--- src/rtl/muldiv_ctrl_pkg.sv ---
// rtl/muldiv_ctrl_pkg.sv - shared op encoding, step count and FSM states for the mul/div sequencer
package muldiv_ctrl_pkg;

    localparam int MulDivOpWD  = 4;
    localparam int OpDiv       = 3;
    localparam int OpDivu      = 2;
    localparam int OpMult      = 1;
    localparam int OpMultu     = 0;
    localparam int MulDivSteps = 32;

    typedef enum logic [1:0] {
        MD_IDLE = 2'd0,
        MD_RUN  = 2'd1,
        MD_ZDIV = 2'd2,
        MD_DONE = 2'd3
    } md_state_e;

    function automatic logic is_onehot4(input logic [MulDivOpWD-1:0] v);
        return (v != 4'd0) && ((v & (v - 4'd1)) == 4'd0);
    endfunction

endpackage

--- src/rtl/muldiv_ctrl_iter_core.sv ---
// rtl/muldiv_ctrl_iter_core.sv - 65-bit accumulator with one restoring-divide or shift-add step per cycle
// acc_o is the value the accumulator takes on the next step, so the last step's result is visible before it lands.
module muldiv_iter_core #(
    parameter int WIDTH = 32
) (
    input  logic               clk,
    input  logic               rst,
    input  logic               load_i,
    input  logic               step_i,
    input  logic               is_div_i,
    input  logic [WIDTH-1:0]   lo_init_i,
    input  logic [WIDTH-1:0]   opnd_i,
    output logic [2*WIDTH:0]   acc_o
);

    logic [2*WIDTH:0]  acc_q;
    logic [WIDTH-1:0]  opnd_q;
    logic [WIDTH:0]    partial;
    logic [WIDTH+1:0]  diff;
    logic [WIDTH:0]    upper;

    always_comb begin
        partial = {acc_q[2*WIDTH-1:WIDTH], acc_q[WIDTH-1]};
        diff    = {1'b0, partial} - {2'b00, opnd_q};
        upper   = acc_q[2*WIDTH:WIDTH] + (acc_q[0] ? {1'b0, opnd_q} : {(WIDTH+1){1'b0}});
        if (is_div_i) begin
            // Partial remainder never exceeds 2*divisor, so a non-negative difference always fits WIDTH bits.
            if (!diff[WIDTH+1])
                acc_o = {1'b0, diff[WIDTH-1:0], acc_q[WIDTH-2:0], 1'b1};
            else
                acc_o = {1'b0, partial[WIDTH-1:0], acc_q[WIDTH-2:0], 1'b0};
        end else begin
            acc_o = {1'b0, upper, acc_q[WIDTH-1:1]};
        end
    end

    always_ff @(posedge clk) begin
        if (rst) begin
            acc_q  <= '0;
            opnd_q <= '0;
        end else if (load_i) begin
            acc_q  <= {{(WIDTH+1){1'b0}}, lo_init_i};
            opnd_q <= opnd_i;
        end else if (step_i) begin
            acc_q  <= acc_o;
        end
    end

endmodule

--- src/rtl/muldiv_ctrl.sv ---
// rtl/muldiv_ctrl.sv - iterative div/divu/mult/multu sequencer with pipeline stall and one-cycle hi/lo write
// Optional MULDIV_FAST_MUL_EN: mult/multu finish in one cycle through a combinational multiplier.
module muldiv_ctrl
    import muldiv_ctrl_pkg::*;
#(
    parameter int WIDTH = 32,
    parameter int STEPS = MulDivSteps
) (
    input  logic                  clk,
    input  logic                  rst,
    input  logic                  start,
    input  logic [MulDivOpWD-1:0] op,
    input  logic [WIDTH-1:0]      src_a,
    input  logic [WIDTH-1:0]      src_b,
    input  logic                  cancel,
    output logic                  stallreq_for_muldiv,
    output logic                  busy,
    output logic                  res_valid,
    output logic [WIDTH-1:0]      hi_o,
    output logic [WIDTH-1:0]      lo_o
);

    localparam int CW = $clog2(STEPS);

    md_state_e        state_q;
    logic [CW-1:0]    cnt_q;
    logic             is_div_q, neg_q, rem_neg_q, res_valid_q;
    logic [WIDTH-1:0] hi_q, lo_q, zdiv_a_q;

    logic             accept, op_div, sa, sb;
    logic [WIDTH-1:0] mag_a, mag_b;
    logic [2*WIDTH:0] acc;
    logic [WIDTH-1:0] div_hi, div_lo, fin_hi, fin_lo;
    logic [2*WIDTH-1:0] prod_s;
    logic             unused_acc_msb;

    assign op_div = op[OpDiv] | op[OpDivu];
    assign sa     = (op[OpDiv] | op[OpMult]) & src_a[WIDTH-1];
    assign sb     = (op[OpDiv] | op[OpMult]) & src_b[WIDTH-1];
    assign mag_a  = sa ? -src_a : src_a;
    assign mag_b  = sb ? -src_b : src_b;
    assign accept = (state_q == MD_IDLE) && start && !cancel && is_onehot4(op);

    assign stallreq_for_muldiv = accept || (state_q == MD_RUN) || (state_q == MD_ZDIV);
    assign busy      = (state_q != MD_IDLE);
    assign res_valid = res_valid_q;
    assign hi_o      = hi_q;
    assign lo_o      = lo_q;

    muldiv_iter_core #(.WIDTH(WIDTH)) u_core (
        .clk       (clk),
        .rst       (rst),
        .load_i    (accept),
        .step_i    ((state_q == MD_RUN) && !cancel),
        .is_div_i  (is_div_q),
        .lo_init_i (op_div ? mag_a : mag_b),
        .opnd_i    (op_div ? mag_b : mag_a),
        .acc_o     (acc)
    );

    assign unused_acc_msb = acc[2*WIDTH];

    always_comb begin
        div_lo = neg_q ? -acc[WIDTH-1:0] : acc[WIDTH-1:0];
        div_hi = rem_neg_q ? -acc[2*WIDTH-1:WIDTH] : acc[2*WIDTH-1:WIDTH];
        prod_s = neg_q ? -acc[2*WIDTH-1:0] : acc[2*WIDTH-1:0];
        fin_hi = is_div_q ? div_hi : prod_s[2*WIDTH-1:WIDTH];
        fin_lo = is_div_q ? div_lo : prod_s[WIDTH-1:0];
    end

`ifdef MULDIV_FAST_MUL_EN
    logic [2*WIDTH-1:0] fprod, fprod_s;
    assign fprod   = {{WIDTH{1'b0}}, mag_a} * {{WIDTH{1'b0}}, mag_b};
    assign fprod_s = (sa ^ sb) ? -fprod : fprod;
`endif

    always_ff @(posedge clk) begin
        if (rst) begin
            state_q     <= MD_IDLE;
            cnt_q       <= '0;
            is_div_q    <= 1'b0;
            neg_q       <= 1'b0;
            rem_neg_q   <= 1'b0;
            res_valid_q <= 1'b0;
            hi_q        <= '0;
            lo_q        <= '0;
            zdiv_a_q    <= '0;
        end else begin
            res_valid_q <= 1'b0;
            case (state_q)
                MD_IDLE: begin
                    if (accept) begin
                        cnt_q     <= '0;
                        is_div_q  <= op_div;
                        neg_q     <= sa ^ sb;
                        rem_neg_q <= sa;
                        zdiv_a_q  <= src_a;
                        if (op_div && (src_b == '0))
                            state_q <= MD_ZDIV;
`ifdef MULDIV_FAST_MUL_EN
                        else if (!op_div) begin
                            state_q     <= MD_DONE;
                            res_valid_q <= 1'b1;
                            hi_q        <= fprod_s[2*WIDTH-1:WIDTH];
                            lo_q        <= fprod_s[WIDTH-1:0];
                        end
`endif
                        else
                            state_q <= MD_RUN;
                    end
                end
                MD_RUN: begin
                    if (cancel) begin
                        state_q <= MD_IDLE;
                    end else if (cnt_q == CW'(STEPS - 1)) begin
                        state_q     <= MD_DONE;
                        res_valid_q <= 1'b1;
                        hi_q        <= fin_hi;
                        lo_q        <= fin_lo;
                    end else begin
                        cnt_q <= cnt_q + 1'b1;
                    end
                end
                MD_ZDIV: begin
                    if (cancel) begin
                        state_q <= MD_IDLE;
                    end else begin
                        state_q     <= MD_DONE;
                        res_valid_q <= 1'b1;
                        hi_q        <= zdiv_a_q;
                        lo_q        <= '1;
                    end
                end
                default: state_q <= MD_IDLE;
            endcase
        end
    end

endmodule

--- config.mk ---
export PLATFORM = sky130hd
export DESIGN_NAME = muldiv_ctrl
export DESIGN_NICKNAME = d
export VERILOG_FILES = /design/src/rtl/muldiv_ctrl_pkg.sv /design/src/rtl/muldiv_ctrl_iter_core.sv /design/src/rtl/muldiv_ctrl.sv
export SDC_FILE = /design/constraint.sdc
export NUM_CORES = 1
export LEC_CHECK = 0
export BUFFER_PORTS_ARGS = -buffer_cell sky130_fd_sc_hd__buf_2
export CAP_MARGIN = 20
export CORE_MARGIN = 2
export CORE_UTILIZATION = 35
export CTS_CLUSTER_SIZE = 16
export DETAILED_ROUTE_END_ITERATION = 12
export GPL_TIMING_DRIVEN = 0
export SYNTH_ARGS = -nofsm -noshare
export SYNTH_HDL_FRONTEND = slang
export SYNTH_HIERARCHICAL = 1
export SYNTH_SLANG_ARGS = --single-unit
export TNS_END_PERCENT = 50
--- constraint.sdc ---
create_clock -name clk -period 6.5 [get_ports clk]
set_input_delay 1.3 -clock clk [delete_from_list [all_inputs] [get_ports clk]]
set_output_delay 1.3 -clock clk [all_outputs]
set_load 0.005 [all_outputs]
==> results_dict.tcl <==
set metrics [dict create \
    status "finished, final reports clean" \
    peakVddDrop_mv 0.224 \
    worst-endpoint-arrival_ns 6.63 \
    drv_cap 0 \
    cts_setup_buffers 0 \
    viasPerCell 6.01 \
    reg2reg_from "u_core/opnd_q[2]" \
    reg2reg_to "hi_o[4]" \
    routabilityCongestion 0.963 \
    power.total_mw 5.70 \
    core_um2 46800 \
    numCtsBuffers 24 \
    met2_usage 0.426 \
    syn_area_per_cell_um2 7.60 \
    grt_antenna_before_repair 10 \
    synthesis.area_um2 16700 \
    die_width_um 222 \
    grt_max_degree 13 \
    worst_setup_path_end_kind "flop" \
    dp_hpwl_mm 56.8 \
    first_global_vias 17000 \
    crit_path_start_kind "flop" \
    clock-sinks 203 \
    finalSetupTns_ns 0 \
    pre_cts_ws_ns 0.347 \
    grt_pass1_wl_mm 105 \
    p_leak_nw 7.69 \
    max_slew_margin 0.243 \
    clkTransAtPathRegs_ns 0.06 \
    reg2reg_depth 19 \
    syn2layout_area_growth_pct 13.8 \
    clk_latency_ns 0.56 \
    fillers 4896 \
    final_hold_viol_count 0 \
    setup_ws_ns 0.276 \
    cts_buffer_depth 3 \
    skew_ns 0.0294 \
    critPathSlowestCell "or4_1" \
    nNetsFinal 2502 \
    wl_per_cell_um 23.6 \
    max_stage_delay_ns 0.65 \
    critPathBufInv 4 \
    critPathLaunch "u_core/opnd_q[2]" \
    grt-ovfl-total 0 \
    syn_inst 2192 \
    hold_ws_ns 0.471 \
    rows 79 \
    initial_core_util 0.356 \
    layout-drive-gt1-share 0.114 \
    drtPass1Iterations 6 \
    fin_cells 2983 \
    drv_slew 0 \
    cts_max_level 1 \
    final_antenna_net_count 0 \
    drc 0 \
    worst-path-stages 19 \
    placed_cells 2934 \
    grt.total_usage 0.275 \
    die_area_um2 49300 \
    use_met1 0.377 \
    rsz0062_at_grt "false" \
    setup_viol 0 \
    fin_crit_ns 6.22 \
    crit_family "compound AO/OA/AOI/OAI gates" \
    grt_util_met3 0.0612 \
    io_buffers 135 \
    hp-class "reg -> reg" \
    period_share 0.958 \
    fin_util 0.405 \
    power_density_nw_per_um2 301 \
    grt_busiest_layer "met2" \
    cts_root_buf "clkbuf_16" \
    final_area_um2 19000 \
    cp_cell_sequence "inv_1 > ha_1 > o211ai_1 > a21oi_1 > o21ai_1 > o211ai_2 > o21ai_2 > a21o_1 > buf_2 > a21oi_1 > inv_1 > ha_1 > or4b_1 > or4_1 > nor3_4 > clkbuf_1 > o22ai_1 > xnor2_1 > o22ai_1" \
    cts_tree "yes" \
    path_max_fanout 10 \
    cp.required_ns 6.90 \
    dieHeight_um 222 \
    wl_mm 70.4 \
    rrSetupSlack_ns 0.28 \
    io-pin-count 139 \
    place_area_um2 18100 \
    postCtsHoldBufs 0 \
    syn_nets 2340 \
    cts-resized-gates 0 \
    crit_type "reg -> reg" \
    worst_pin_slew_ns 1.12 \
    fmax_ghz 0.161 \
    synth_warnings 6 \
    vias 17900 \
    drtIter0Drc 2036 \
    worstSetupEndpoint "hi_o[4]" \
]
-- tightest hold or removal path, delay by kind of cell (launching register included) --
family | cells | cell delay [ns]
flip-flops | 1 | 0.32
AND/OR/NAND/NOR | 1 | 0.06
AO/OA/AOI/OAI | 1 | 0.05
-- final cells by class --
type	instances	area, um2	share of cell area
multi-input combinational	1792	11800	0.624
sequential	203	4060	0.214
tap	607	759	0.0401
clock buffer	37	739	0.0390
timing repair buffer	136	681	0.0359
buffer	128	515	0.0272
inverter	69	259	0.0137
clock inverter	7	105	0.00554
antenna	4	10.0	0.000528
-- power breakdown --
part           switching (mW)  total, mW  leakage, nW  internal, mW
Combinational            1.87       2.85         5.64         0.979
Sequential             0.0813       1.40         1.64          1.32
Clock                   0.583       1.45        0.409         0.863
-- cells in the final DEF (no fill, tap or decap), types with 9 or more instances in the layout --
| master | instances |
|---|---|
| ha_1 | 74 |
| clkbuf_8 | 9 |
| or2_2 | 18 |
| nor2b_1 | 18 |
| a21o_1 | 27 |
| nor2_1 | 280 |
| a211oi_1 | 26 |
| or3_1 | 57 |
| o41ai_1 | 15 |
| o21a_1 | 10 |
| a31oi_1 | 52 |
| clkbuf_1 | 112 |
| and3_1 | 28 |
| xnor2_1 | 95 |
| nor4_1 | 31 |
| a31o_2 | 10 |
| mux2_2 | 35 |
| nand3_1 | 40 |
| buf_1 | 9 |
| o22ai_1 | 37 |
| dfxtp_1 | 203 |
| o21ai_0 | 109 |
| xor2_1 | 63 |
| a21oi_1 | 176 |
| clkbuf_16 | 24 |
| o211ai_1 | 18 |
| nand2_1 | 150 |
| mux2i_1 | 143 |
| and2_1 | 39 |
| buf_2 | 142 |
| nand4_1 | 19 |
| nand2b_1 | 25 |
| inv_1 | 69 |
| or4_1 | 20 |
| nor3_1 | 44 |
| o31ai_1 | 30 |
| a311oi_1 | 9 |
-- metal layers --
layer,vias to the layer above,part of all wire
li1,8294,-
met1,8661,0.44
met2,827,0.43
met3,142,0.091
met4,10,0.034
met5,-,0.00082
-- worst min-delay path by stage --
stage | from | to | slack, ns | cells after the start
after floorplan | cnt_q[3] | cnt_q[3] | 0.44 | 2
after global placement | cnt_q[3] | cnt_q[3] | 0.46 | 2
after detailed placement | cnt_q[3] | cnt_q[3] | 0.47 | 2
after CTS | cnt_q[3] | cnt_q[3] | 0.47 | 2
after global routing | hi_o[0] | hi_o[0] | 0.50 | 2
final | cnt_q[3] | cnt_q[3] | 0.47 | 2
-- sequential cells by signal, summed over array words and instances, names as in the netlist --
register / flops
is_div_q: 1
cnt_q: 5
neg_q: 1
u_core/acc_q: 64
lo_o: 32
hi_o: 32
u_core/opnd_q: 32
state_q: 2
res_valid: 1
zdiv_a_q: 32
rem_neg_q: 1
No activity file was read; power rests on OpenSTA's default activity.
